[config.mk]
export PLATFORM = sky130hd
export DESIGN_NAME = alu_result_stage
export DESIGN_NICKNAME = d
export VERILOG_FILES = /design/src/rtl/alu_pkg.sv /design/src/rtl/alu_fifo2.sv /design/src/rtl/alu_result_stage.sv
export SDC_FILE = /design/constraint.sdc
export NUM_CORES = 1
export LEC_CHECK = 0
export ABC_CLOCK_PERIOD_IN_PS = 2280
export BUFFER_PORTS_ARGS = -buffer_cell sky130_fd_sc_hd__buf_2
export CORE_UTILIZATION = 54
export DETAILED_ROUTE_END_ITERATION = 8
export PLACE_DENSITY_LB_ADDON = 0.15
export REMOVE_ABC_BUFFERS = 1
export SLEW_MARGIN = 20
export SYNTH_ARGS = -nofsm -noshare
export SYNTH_HDL_FRONTEND = slang
export SYNTH_HIERARCHICAL = 1
export SYNTH_SLANG_ARGS = --single-unit
[constraint.sdc]
create_clock -name clk -period 2.28 [get_ports clk]
set_clock_uncertainty 0.05 [all_clocks]
set_input_delay 0.228 -clock clk [delete_from_list [all_inputs] [get_ports clk]]
set_output_delay 0.228 -clock clk [all_outputs]
set_load 0.005 [all_outputs]
[src/rtl/alu_pkg.sv]
// Shared widths, flag bit positions and the queue entry record for the ALU result stage.
package alu_pkg;

  localparam int unsigned WIDTH    = 32;
  localparam int unsigned REG_BITS = 5;
  localparam int unsigned FLAG_W   = 4;

  // Flag bit positions within a {Z,N,C,V} nibble
  localparam int unsigned FLAG_Z = 3;
  localparam int unsigned FLAG_N = 2;
  localparam int unsigned FLAG_C = 1;
  localparam int unsigned FLAG_V = 0;

  typedef struct packed {
    logic [WIDTH-1:0]    result;
    logic [REG_BITS-1:0] rd;
    logic                wb_en;
    logic                set_flags;
    logic [FLAG_W-1:0]   flags;
  } entry_t;

endpackage

[src/rtl/alu_fifo2.sv]
// Two-entry in-order queue of ALU result entries with synchronous flush.
module alu_fifo2
  import alu_pkg::*;
(
  input  logic       clk,
  input  logic       rst_n,
  input  logic       push,
  input  logic       pop,
  input  logic       flush,
  input  entry_t     din,
  output entry_t     dout,
  output logic [1:0] count
);

  entry_t mem [2];
  logic   wr_ptr;
  logic   rd_ptr;

  // Storage, pointers and occupancy; flush discards everything including a same-cycle push
  always_ff @(posedge clk or negedge rst_n) begin
    if (!rst_n) begin
      for (int i = 0; i < 2; i++) mem[i] <= '0;
      wr_ptr <= 1'b0;
      rd_ptr <= 1'b0;
      count  <= 2'd0;
    end else if (flush) begin
      wr_ptr <= 1'b0;
      rd_ptr <= 1'b0;
      count  <= 2'd0;
    end else begin
      if (push) begin
        mem[wr_ptr] <= din;
        wr_ptr      <= ~wr_ptr;
      end
      if (pop) rd_ptr <= ~rd_ptr;
      case ({push, pop})
        2'b10:   count <= count + 2'd1;
        2'b01:   count <= count - 2'd1;
        default: count <= count;
      endcase
    end
  end

  assign dout = mem[rd_ptr];

endmodule

[src/rtl/alu_result_stage.sv]
// ALU result stage: computes flags at entry, queues results, retires flags into the status register.
module alu_result_stage
  import alu_pkg::*;
#(
  parameter int unsigned WIDTH    = alu_pkg::WIDTH,
  parameter int unsigned REG_BITS = alu_pkg::REG_BITS
) (
  input  logic                clk,
  input  logic                rst_n,
  input  logic                in_valid,
  output logic                in_ready,
  input  logic [WIDTH-1:0]    Result,
  input  logic                carry_in,
  input  logic                ovf_in,
  input  logic                is_arith,
  input  logic                set_flags,
  input  logic [REG_BITS-1:0] rd,
  input  logic                wb_en,
  input  logic                flush,
  output logic                out_valid,
  input  logic                out_ready,
  output logic [WIDTH-1:0]    out_result,
  output logic [REG_BITS-1:0] out_rd,
  output logic                out_wb_en,
  output logic [3:0]          out_flags,
  output logic [3:0]          status_flags
);

  logic       ready_q;
  logic [1:0] count;
  logic       push;
  logic       pop;
  entry_t     din;
  entry_t     head;

  // Holds in_ready low through reset and releases it on the first edge afterwards
  always_ff @(posedge clk or negedge rst_n) begin
    if (!rst_n) ready_q <= 1'b0;
    else        ready_q <= 1'b1;
  end

  assign in_ready  = ready_q && (count != 2'd2);
  assign out_valid = (count != 2'd0);
  assign push      = in_valid && in_ready;
  assign pop       = out_valid && out_ready;

  // Builds the stored entry: flags evaluated now, writes to r0 suppressed
  always_comb begin
    din              = '0;
    din.result       = Result;
    din.rd           = rd;
    din.wb_en        = wb_en && (rd != '0);
    din.set_flags    = set_flags;
    din.flags[FLAG_Z] = (Result == '0);
    din.flags[FLAG_N] = Result[WIDTH-1];
    din.flags[FLAG_C] = carry_in & is_arith;
    din.flags[FLAG_V] = ovf_in & is_arith;
  end

  alu_fifo2 u_fifo (
    .clk   (clk),
    .rst_n (rst_n),
    .push  (push),
    .pop   (pop),
    .flush (flush),
    .din   (din),
    .dout  (head),
    .count (count)
  );

  assign out_result = head.result;
  assign out_rd     = head.rd;
  assign out_wb_en  = head.wb_en;
  assign out_flags  = head.flags;

  // Architectural flags update when a flag-setting entry retires, flush or not
  always_ff @(posedge clk or negedge rst_n) begin
    if (!rst_n)                     status_flags <= 4'b0000;
    else if (pop && head.set_flags) status_flags <= head.flags;
  end

endmodule

==> impl_metrics.prom <==
# TYPE chip_impl_metric gauge
chip_impl_info{name="type_of_element_launching_the_critical_path",value="flip-flop"} 1
chip_impl_metric{name="core_region_area",unit="µm²"} 7410
chip_impl_metric{name="finalHoldViolCount",unit=""} 0
chip_impl_info{name="rsz0062_at_grt",value="false"} 1
chip_impl_metric{name="yosys.cell_types.count",unit=""} 26
chip_impl_metric{name="design_area",unit="µm²"} 5020
chip_impl_metric{name="critical_path_arrival",unit="ps"} 2260
chip_impl_info{name="critical_path_cell_by_cell",value="inv_1 > a21boi_0 > and2_1 > nor3b_4 > buf_12 > mux2_2"} 1
chip_impl_metric{name="asyncSetResetFlopFracSynth",unit="%"} 100
chip_impl_metric{name="pwr_dens",unit="nW/µm²"} 1180
chip_impl_metric{name="multiInputGateArea",unit="µm²"} 1740
chip_impl_metric{name="die_h",unit="µm"} 90.6
chip_impl_metric{name="total_leakage_power",unit="µW"} 0.00235
chip_impl_info{name="cpLargestDelayFamily",value="simple AND/OR/NAND/NOR gates"} 1
chip_impl_metric{name="htreeDepth",unit=""} 3
chip_impl_metric{name="synthesis.area_per_instance",unit="µm²"} 15.2
chip_impl_metric{name="cells_after_synth",unit=""} 278
chip_impl_metric{name="grt_pass1_wl",unit="µm"} 12700
chip_impl_metric{name="top_fanout_value_on_the_critical_path",unit=""} 43
chip_impl_metric{name="detail_route.drc_violations",unit=""} 0
chip_impl_info{name="mostFrequentLayoutCells",value="126 x sky130_fd_sc_hd__mux2_2, 94 x sky130_fd_sc_hd__dfrtp_1, 93 x sky130_fd_sc_hd__buf_2"} 1
chip_impl_info{name="timing.hold.worst.class",value="input pin to flip-flop"} 1
chip_impl_metric{name="finalPower",unit="µW"} 5930
chip_impl_metric{name="grt_start_max_net_pins",unit=""} 44
chip_impl_metric{name="place.port_buffers",unit=""} 94
chip_impl_metric{name="preCtsSetupSlack",unit="ps"} 217
chip_impl_metric{name="vias",unit=""} 2512
chip_impl_metric{name="postCtsResizedCells",unit=""} 0
chip_impl_metric{name="worstPathRequired",unit="ps"} 2450
chip_impl_metric{name="insertion_delay_of_the_later_clocked_pin_in_the_worst_skew_pair",unit="ps"} 340
chip_impl_metric{name="reg2reg_setup_slack",unit="ps"} 200
chip_impl_metric{name="cts_buffer_depth",unit=""} 2
chip_impl_metric{name="gr-total-overflow",unit=""} 0
chip_impl_metric{name="crit_path_max_cell_delay",unit="ps"} 430
chip_impl_metric{name="register_cell_area_after_layout",unit="µm²"} 2380
chip_impl_metric{name="grt_pass1_vias",unit=""} 2617
chip_impl_metric{name="post-route-period-util",unit="%"} 91.4
chip_impl_metric{name="finalSetupViolCount",unit=""} 0
chip_impl_metric{name="layout-drive-gt1-share",unit="%"} 64.2
chip_impl_metric{name="route.detailed.vias_per_inst",unit=""} 5.24
chip_impl_metric{name="postRouteAntennaNets",unit=""} 0
chip_impl_metric{name="row_count",unit=""} 31
chip_impl_info{name="end_kind",value="flip-flop"} 1
chip_impl_metric{name="route.detailed.wl_per_inst",unit="µm"} 15.8
chip_impl_metric{name="cts.sinks",unit=""} 95
chip_impl_metric{name="wirelength",unit="µm"} 7560
chip_impl_metric{name="syn_area",unit="µm²"} 4240
chip_impl_metric{name="path_clk_slew",unit="ps"} 80
chip_impl_metric{name="place_inst",unit=""} 463
chip_impl_metric{name="timing.max_slew.rel_slack",unit="%"} 64.0
chip_impl_metric{name="postLayoutSetupSlackWorst",unit="ps"} 196
chip_impl_metric{name="synth.yosys.warnings",unit=""} 6
chip_impl_metric{name="synth_seq_cells",unit=""} 95
chip_impl_info{name="clock-root-buffer",value="sky130_fd_sc_hd__clkbuf_8"} 1
chip_impl_info{name="crit_slowest_cell",value="sky130_fd_sc_hd__dfrtp_1"} 1
chip_impl_metric{name="globalRouteTotalUtil",unit="%"} 19.7
chip_impl_info{name="run_status",value="finished clean"} 1
chip_impl_metric{name="fin_crit",unit="ps"} 2080
chip_impl_metric{name="fin_nets",unit=""} 423
chip_impl_metric{name="cts_buffers",unit=""} 9
chip_impl_metric{name="drt_iter0_markers",unit=""} 96
chip_impl_metric{name="timing.critical_path.buf_inv",unit=""} 2
chip_impl_metric{name="antennaDiodeCount",unit=""} 0
chip_impl_metric{name="floorplan.initialDensity",unit="%"} 57.2
chip_impl_metric{name="floorplan.io_pins",unit=""} 95
chip_impl_info{name="timing_worst_setup_path_type",value="flip-flop to flip-flop"} 1
chip_impl_metric{name="worst-slew-pin-transition",unit="ps"} 540
chip_impl_metric{name="layout.cells.non_filler",unit=""} 479
chip_impl_metric{name="post_synth_edffs",unit=""} 0
chip_impl_info{name="dominantRegCellSynth",value="sky130_fd_sc_hd__dfrtp_1"} 1
chip_impl_metric{name="number_of_antenna_violations_at_the_first_check_in_global_routing",unit=""} 0
chip_impl_metric{name="floorplan.die.width",unit="µm"} 90.6
chip_impl_metric{name="dpl-instance-area",unit="µm²"} 4800
chip_impl_info{name="cts_tree",value="done"} 1
chip_impl_info{name="final_common_cell",value="sky130_fd_sc_hd__mux2_2"} 1
chip_impl_metric{name="gp_congestion",unit=""} 0.715
chip_impl_metric{name="fill_cells",unit=""} 572
chip_impl_metric{name="drv_cap",unit=""} 0
chip_impl_metric{name="final-max-slew-violation-count",unit=""} 0
chip_impl_metric{name="dieArea",unit="µm²"} 8210
chip_impl_metric{name="synth.yosys.seq_area_share",unit="%"} 56.1
chip_impl_metric{name="fmax",unit="MHz"} 480
chip_impl_metric{name="syn_to_final_growth",unit="%"} 18.3
chip_impl_metric{name="worst_ir_drop_vdd",unit="µV"} 614
chip_impl_metric{name="estimated_wirelength_of_the_detail_placed_design",unit="µm"} 5220
chip_impl_metric{name="drt_first_pass_iters",unit=""} 4
-- report_power, final --
| part | switching [µW] | internal, µW | leakage [µW] |
|---|---|---|---|
| clock network | 532 | 594 | 0.000106 |
| logic | 765 | 1320 | 0.00107 |
| registers | 335 | 2390 | 0.00117 |
-- cells in the mapped netlist, drive strengths merged, types with 2 or more instances --
cell type	n	area share, %
mux2	133	35
nor4	8	1.2
nor2	4	0.35
nor3b	3	0.80
dfrtp	95	56
o21a	2	0.35
and2	3	0.44
nand4	2	0.30
xnor2	3	0.62
buf	13	2.8
-- metrics by stage --
stage	hold slack (ps)	TNS, ps	utilization (%)
2_1_floorplan	-118	-19530	-
3_3_place_gp	199	0	64.8
3_5_place_dp	203	0	64.8
4_1_cts	62.6	0	67.7
5_1_grt	68.1	0	67.7
6_report	80.8	0	67.7
-- logic make-up (layout without fill, tap and decap cells) --
kind of cell | Yosys count | count (layout) | share of synthesized area (%)
simple gates | 26 | 26 | 4.07
other cells | 1 | 1 | 0.0885
flops | 95 | 95 | 56.1
xor+xnor | 4 | 4 | 0.827
buf+inv | 15 | 117 | 2.95
compound gates | 4 | 4 | 0.649
mux | 133 | 133 | 35.3
-- state kept, by name (all words and copies together), names as in the netlist --
| signal | cells |
|---|---|
| u_fifo/wr_ptr | 1 |
| u_fifo/mem | 86 |
| u_fifo/count | 2 |
| ready_q | 1 |
| status_flags | 4 |
| u_fifo/rd_ptr | 1 |
-- final timing paths --
kind	cells after the start	endpoint	startpoint
max	6	u_fifo/mem[46]$_DFFE_PN0P_	u_fifo/count[0]$_DFFE_PN0P_
min	2	u_fifo/mem[4]$_DFFE_PN0P_	set_flags
max reg2reg	6	u_fifo/mem[46]$_DFFE_PN0P_	u_fifo/count[0]$_DFFE_PN0P_
min reg2reg	1	u_fifo/mem[80]$_DFFE_PN0P_	u_fifo/mem[80]$_DFFE_PN0P_
max in group asynchronous	3	u_fifo/mem[18]$_DFFE_PN0P_	rst_n
min in group asynchronous	2	u_fifo/mem[7]$_DFFE_PN0P_	rst_n
-- metal layers --
| metal | track usage [%] | wire length (µm) | vias to the layer above |
|---|---|---|---|
| li1 | - | - | 1195 |
| met2 | 30.5 | 3540 | 57 |
| met3 | 4.55 | 278 | 9 |
| met5 | 0 | 0 | - |
| met4 | 6.45 | 102 | 0 |
| met1 | 27.5 | 3640 | 1251 |
-- timing repair --
action	4_1_cts	5_1_grt
buffers inserted	0	0
hold buffers	1	0
endpoints found under the hold margin	40	0
-- layout make-up --
type                       count  area share, %
clock buffer                  13           3.37
clock inverter                 2          0.773
inverter                       1         0.0748
multi-input combinational    168           34.6
sequential                    95           47.4
tap                           99           2.47
timing repair buffer         101           11.3
No activity file was read; power rests on OpenSTA's default activity.
